<file path="src/rtl/mult_seq_arbiter.sv">
// ---------------------------------------------------------------------------
// mult_seq_arbiter
//   Sequential shift-and-add multiplier shared by two requesters through a
//   round-robin front end. A single WIDTH-bit adder performs one add per
//   cycle, so a multiply takes WIDTH cycles. The 2*WIDTH-bit product comes
//   back tagged with the ID of the requester that issued it.
//
// Ports
//   clk            : clock, all state changes on the rising edge
//   rst            : synchronous active-high reset
//   req0/a0/b0     : requester 0 request and unsigned operands (a * b)
//   req1/a1/b1     : requester 1 request and unsigned operands
//   gnt0/gnt1      : one-cycle pulse, operands captured for that requester
//   busy           : high while a multiply is in CALC or DONE
//   done0/done1    : one-cycle pulse, product valid for that requester
//   product        : last completed product, held until the next completion
//   prod_id        : requester ID that goes with product
// ---------------------------------------------------------------------------
module mult_seq_arbiter #(
   parameter int unsigned WIDTH = 4
) (
   input  logic                 clk,
   input  logic                 rst,
   input  logic                 req0,
   input  logic [WIDTH-1:0]     a0,
   input  logic [WIDTH-1:0]     b0,
   input  logic                 req1,
   input  logic [WIDTH-1:0]     a1,
   input  logic [WIDTH-1:0]     b1,
   output logic                 gnt0,
   output logic                 gnt1,
   output logic                 busy,
   output logic                 done0,
   output logic                 done1,
   output logic [2*WIDTH-1:0]   product,
   output logic                 prod_id
);

   localparam int unsigned SW = (WIDTH > 1) ? $clog2(WIDTH) : 1;
   localparam logic [SW-1:0] LAST_STEP = SW'(WIDTH - 1);

   typedef enum logic [1:0] {
      S_IDLE = 2'd0,
      S_CALC = 2'd1,
      S_DONE = 2'd2
   } state_t;

   state_t               r_state;
   logic                 r_rr;
   logic                 r_cur_id;
   logic [SW-1:0]        r_step;
   logic [WIDTH-1:0]     r_mcand;
   logic [WIDTH-1:0]     r_mplier;
   logic [2*WIDTH-1:0]   r_acc;
   logic                 r_gnt0;
   logic                 r_gnt1;
   logic                 r_done0;
   logic                 r_done1;
   logic                 r_busy;
   logic [2*WIDTH-1:0]   r_product;
   logic                 r_prod_id;

   logic                 w_any;
   logic                 w_win;
   logic [WIDTH-1:0]     w_a;
   logic [WIDTH-1:0]     w_b;
   logic [WIDTH-1:0]     w_addend;
   logic [WIDTH:0]       w_sum;
   logic [2*WIDTH-1:0]   w_acc_nxt;

   // Winner is requester 1 when it is alone, or when both request and the
   // priority pointer currently favours it.
   always_comb begin
      w_any     = req0 | req1;
      w_win     = req1 & (~req0 | r_rr);
      w_a       = w_win ? a1 : a0;
      w_b       = w_win ? b1 : b0;
      w_addend  = r_mplier[0] ? r_mcand : '0;
      w_sum     = {1'b0, r_acc[2*WIDTH-1:WIDTH]} + {1'b0, w_addend};
      // Shift right by one with the adder carry entering the MSB.
      w_acc_nxt = {w_sum, r_acc[WIDTH-1:1]};
   end

   always_ff @(posedge clk) begin
      if (rst) begin
         r_state   <= S_IDLE;
         r_rr      <= 1'b0;
         r_cur_id  <= 1'b0;
         r_step    <= '0;
         r_mcand   <= '0;
         r_mplier  <= '0;
         r_acc     <= '0;
         r_gnt0    <= 1'b0;
         r_gnt1    <= 1'b0;
         r_done0   <= 1'b0;
         r_done1   <= 1'b0;
         r_busy    <= 1'b0;
         r_product <= '0;
         r_prod_id <= 1'b0;
      end else begin
         r_gnt0  <= 1'b0;
         r_gnt1  <= 1'b0;
         r_done0 <= 1'b0;
         r_done1 <= 1'b0;
         case (r_state)
            S_IDLE: begin
               if (w_any) begin
                  r_state  <= S_CALC;
                  r_mcand  <= w_a;
                  r_mplier <= w_b;
                  r_acc    <= '0;
                  r_step   <= '0;
                  r_cur_id <= w_win;
                  r_rr     <= ~w_win;
                  r_gnt0   <= ~w_win;
                  r_gnt1   <= w_win;
                  r_busy   <= 1'b1;
               end
            end
            S_CALC: begin
               r_acc    <= w_acc_nxt;
               r_mplier <= r_mplier >> 1;
               r_step   <= r_step + 1'b1;
               if (r_step == LAST_STEP) begin
                  // Product is taken from the final iteration's result.
                  r_state   <= S_DONE;
                  r_product <= w_acc_nxt;
                  r_prod_id <= r_cur_id;
                  r_done0   <= ~r_cur_id;
                  r_done1   <= r_cur_id;
               end
            end
            S_DONE: begin
               r_state <= S_IDLE;
               r_busy  <= 1'b0;
            end
            default: begin
               r_state <= S_IDLE;
               r_busy  <= 1'b0;
            end
         endcase
      end
   end

   assign gnt0    = r_gnt0;
   assign gnt1    = r_gnt1;
   assign busy    = r_busy;
   assign done0   = r_done0;
   assign done1   = r_done1;
   assign product = r_product;
   assign prod_id = r_prod_id;

endmodule

</file>
<file path="config.mk">
export PLATFORM = sky130hd
export DESIGN_NAME = mult_seq_arbiter
export DESIGN_NICKNAME = d
export VERILOG_FILES = /design/src/rtl/mult_seq_arbiter.sv
export SDC_FILE = /design/constraint.sdc
export NUM_CORES = 1
export LEC_CHECK = 0
export BUFFER_PORTS_ARGS = -buffer_cell sky130_fd_sc_hd__buf_4
export CAP_MARGIN = 20
export CORE_ASPECT_RATIO = 0.6
export CORE_MARGIN = 3
export CORE_UTILIZATION = 40
export CTS_CLUSTER_SIZE = 16
export DETAILED_ROUTE_END_ITERATION = 10
export GPL_ROUTABILITY_DRIVEN = 0
export GPL_TIMING_DRIVEN = 1
export HOLD_SLACK_MARGIN = 0.08
export REMOVE_ABC_BUFFERS = 1
export SLEW_MARGIN = 20
export SYNTH_ARGS = -nofsm -noshare
export SYNTH_HDL_FRONTEND = slang
export SYNTH_SLANG_ARGS = --single-unit
</file>
<file path="constraint.sdc">
create_clock -name clk -period 1.82 [get_ports clk]
set_input_delay 0.364 -clock clk [delete_from_list [all_inputs] [get_ports clk]]
set_output_delay 0.364 -clock clk [all_outputs]
set_load 0.02 [all_outputs]
</file>
# Word-level counts from Yosys, hierarchy flattened

Cells that the tools add are included.

Eq/ne operators: 4
Reductions and logical operators: 9
Bitwise logic cells: 10
Muxes and demuxes: 14
Add/sub/neg operators: 2

Operator list:

| cell                                                                  | number |
|---|---|
| 4-bit 2-to-1 mux                                                      | 4 |
| 8-bit case mux with 2 select lines                                    | 1 |
| 2-bit AND reduction                                                   | 5 |
| 8-bit 2-to-1 mux                                                      | 1 |
| 2-bit case mux with 2 select lines                                    | 2 |
| 4-bit case mux with 2 select lines                                    | 1 |
| 1-bit inverter                                                        | 7 |
| 2-bit 2-to-1 mux                                                      | 3 |
| 3-bit OR reduction                                                    | 2 |
| 4-bit by 4-bit adder with 5-bit output                                | 1 |
| 2-bit inequality test, second input constant                          | 2 |
| 2-bit by 1-bit adder with 2-bit output, second input constant         | 1 |
| 2-bit by 1-bit equality test with 1-bit output, second input constant | 1 |
| 2-bit equality test, second input constant                            | 1 |
| 2-bit logical NOT                                                     | 1 |
| 1-bit bitwise OR                                                      | 2 |
| 1-bit case mux with 2 select lines                                    | 1 |
| 2-bit nonzero test                                                    | 1 |
| 1-bit AND                                                             | 1 |
| 1-bit 2-to-1 mux                                                      | 1 |

Logic and storage cells: 53
Register bits: 36
Input port bits: 20
Output and inout bits: 14

# Logic depth before layout (Yosys ltp)

Word-level depth: 6
Depth in mapped cells: 7
Mapped depth without buffers: 7

# Worst setup path before layout

OpenSTA, ideal clock, no wires.

Path type: register to register
From: reg r_mplier[0]
To: reg r_acc[7]
Library setup time: 128 ps
Cell stages (with the launch flop): 8
Data arrival time: 1588 ps
Buffers on the path: 0
Setup slack: 104 ps
Cell sequence: dfxtp_1 and2_1 ha_1 fa_1 a21o_1 a21o_1 a22oi_1 nor2_1

Word-level cells in the longest chain between the ends: 3

Ends and longest elaborated chain:

| element                                | RTL line | text |
|---|---|---|
| start: declaration                     | 53       | `logic [WIDTH-1:0] r_mplier;` |
| start signal: assignment               | 110      | `r_mplier <= w_b;` |
| start signal: assignment               | 122      | `r_mplier <= r_mplier >> 1;` |
| 4-bit 2-to-1 mux                       | 78       | `w_addend = r_mplier[0] ? r_mcand : '0;` |
| 4-bit by 4-bit adder with 5-bit output | 79       | `w_sum = {1'b0, r_acc[2*WIDTH-1:WIDTH]} + {1'b0, w_addend};` |
| 8-bit case mux with 2 select lines     | 105      | `case (r_state)` |
| end signal: assignment                 | 121      | `r_acc <= w_acc_nxt;` |
| end: declaration                       | 54       | `logic [2*WIDTH-1:0] r_acc;` |

No other way between the ends.
A chain may end at the register's enable or synchronous reset.

# Worst setup path in the final report

Ends and elaborated chain as after synthesis.

==> results.ini <==
[run_status]
status=finished clean

[global_routing]
track_usage_pct=17.0
grt_pass1_wl_mm=5.82
overflow=0
grt_max_degree=37
grt_pass1_vias=1293
antenna_found_initial=0

[worst_setup_path]
crit_chain=and2_1 -> ha_1 -> fa_2 -> a21o_1 -> a21o_1 -> a22oi_1 -> nor2_1
critPathMaxFanout=3
cp.arrival_ps=1910
worstSetupPathType=flip-flop to flip-flop
crit_path_frequent_cell=a21o_1
startpoint_type=flip-flop
cp_slowest_cell=fa_2
max_stage_delay_ps=350
crit_path_end_kind=flip-flop
cp.required_ps=1990

[placed_design]
place_area_sq_mm=0.00178
port_buffers=33
placed_cells=245
dp_hpwl_mm=2.53

[sta]
fin_skew_ps=3.85
slew_headroom_pct=68.0
final.setup.tns_ps=0
rsz0062_at_grt=no
tightest_slew_ps=475
period_minus_slack_ps=1740
whs_ps=349
clock.fmax_mhz=575
hold_viol=0
period_share_pct=95.5
setup_viol=0
report.final.slew_viol_count=0

[logic_synthesis]
syn_area_per_cell_sq_um=8.62
synth_edf_count=0
seq_area_frac_synth_pct=46.7
yosys.area.top_type=dfxtp_1
synth_async_sr_flop_share_pct=0
synth-seq-cells=35
netlist_area_sq_mm=0.00150
synth_cell_types=36
ys_warn_count=0
synth_cells=174
synth_top_flop_cell=dfxtp_1
ys_top_cells_by_area=dfxtp_1 47%, nand2_1 7.8%, nor2_1 5.3%, a21oi_1 4.3%, ha_1 4.2%
synth_top_area_share_pct=46.7

[clock_network]
clock-sinks=35
cts_tree=built
cts_setup_buffers=0
cts_root_buffer=clkbuf_8
cts_max_path_buffers=2
cts-htree-levels=2
worstSkewPairLatency_ps=290
cts_made_buffers=5
postCtsHoldBufs=0
clkTransAtPathRegs_ps=70

[drt]
avgRoutedWirePerCell_um=13.9
route.detailed.drc=0
ant_nets=0
via_count=1367
drtIter0Drc=39
routed_wl_mm=3.51
via_per_inst=5.40
dr.pass1.iters=4

[layout]
drive_gt1_share_pct=23.1
finalNetCount=233
final_core_util_pct=55.0
area_growth_pct=25.4
insertedDiodeCount=0
final_cells=253
design_area_sq_mm=0.00188

[floorplan]
dieArea_sq_mm=0.00455
core_area_sq_mm=0.00342
rows=16
initial_core_util_pct=43.8
io_pins=34
die_y_um=53.4
die_x_um=85.1

[power]
p_leak_nw=0.814
ir_drop_v=0.000347
power_density_mw_per_mm2=875

[job]
cap_violations=0

[hold_path]
hp-class=primary input to flip-flop

[worst max-delay path: cells and delay by family (launching register included)]
kind	cells	cell delay [ps]
AO/OA/AOI/OAI	3	560
adder cells (fa/ha/maj)	2	550
flip-flops	1	320
AND/OR/NAND/NOR	2	200
[worst paths after layout]
path                    start          to  slack, ps  depth (start not counted)
hold / removal          a1[1]  r_mcand[1]        350                          3
hold reg to reg    product[1]  product[1]        450                          2
setup / recovery  r_mplier[0]    r_acc[7]         80                          7
setup reg to reg  r_mplier[0]    r_acc[7]         80                          7
[what timing repair did]
item | 4_1_cts | 5_1_grt
endpoints found under the setup margin | 0 | 2
hold endpoints to repair | 0 | 0
resized for setup | 0 | 1
[power breakdown]
group / leakage, nW / internal, mW / switching, mW
registers: 0.285 / 0.799 / 0.0200
logic: 0.477 / 0.0924 / 0.108
clock network: 0.0515 / 0.345 / 0.281
total: 0.814 / 1.24 / 0.409
[metrics by stage]
| step | setup WS [ps] | total power, mW |
|---|---|---|
| after global placement | 81.9 | 1.03 |
| after CTS | 22.2 | 1.66 |
| after global routing | 27.3 | 1.70 |
| after floorplan | 95.2 | 0.939 |
| final | 82.1 | 1.65 |
| after detailed placement | 30.5 | 1.04 |
[cell families after synthesis]
logic type                 share of synthesized area [%]
buffers and inverters                               3.92
and+or+nand+nor                                     25.1
xor gates and xnor gates                           0.584
AOI/OAI and AO/OA                                   18.2
adders and majority gates                           5.50
DFF                                                 46.7
[placed cells by master, fill, tap and decap left out, types with 3 or more instances in the layout]
cell      synthesis  routed
ha_1              5       5
nand2b_1          3       3
a311oi_1          4       4
a22oi_1           7       7
buf_4             0      37
a211oi_1          3       3
nand2_1          31      31
a21oi_1          13      13
nor3_1            4       4
clkbuf_8          0       7
a21o_1            3       3
nor2_1           21      21
dfxtp_1          35      35
and2_1            6       6
[flip-flops by register name, summed over array words and instances (netlist names), 2 cells and up]
| register | cells |
|---|---|
| r_mcand | 4 |
| product | 8 |
| r_step | 2 |
| r_mplier | 4 |
| r_state | 2 |
| r_acc | 7 |
[cell type report]
cell class,count,area [sq um]
fill,327,1540
clock buffer,8,100
inverter,1,3.75
tap,45,56.3
multi-input combinational,127,743
sequential,35,701
timing repair buffer,37,278
[metal layers]
layer / global-route usage [%] / wire (um)
met5: 0 / 0
met4: 10.0 / 90
met3: 4.67 / 155
met1: 20.4 / 1690
met2: 27.4 / 1580
[Yosys cell counts, types with 4 or more instances]
master    instances
nand2_1          31
a22oi_1           7
ha_1              5
and2_1            6
clkbuf_1          5
nor3_1            4
a21oi_1          13
buf_2             4
a311oi_1          4
nor2_1           21
dfxtp_1          35
Power figures use the tool's default switching activity.
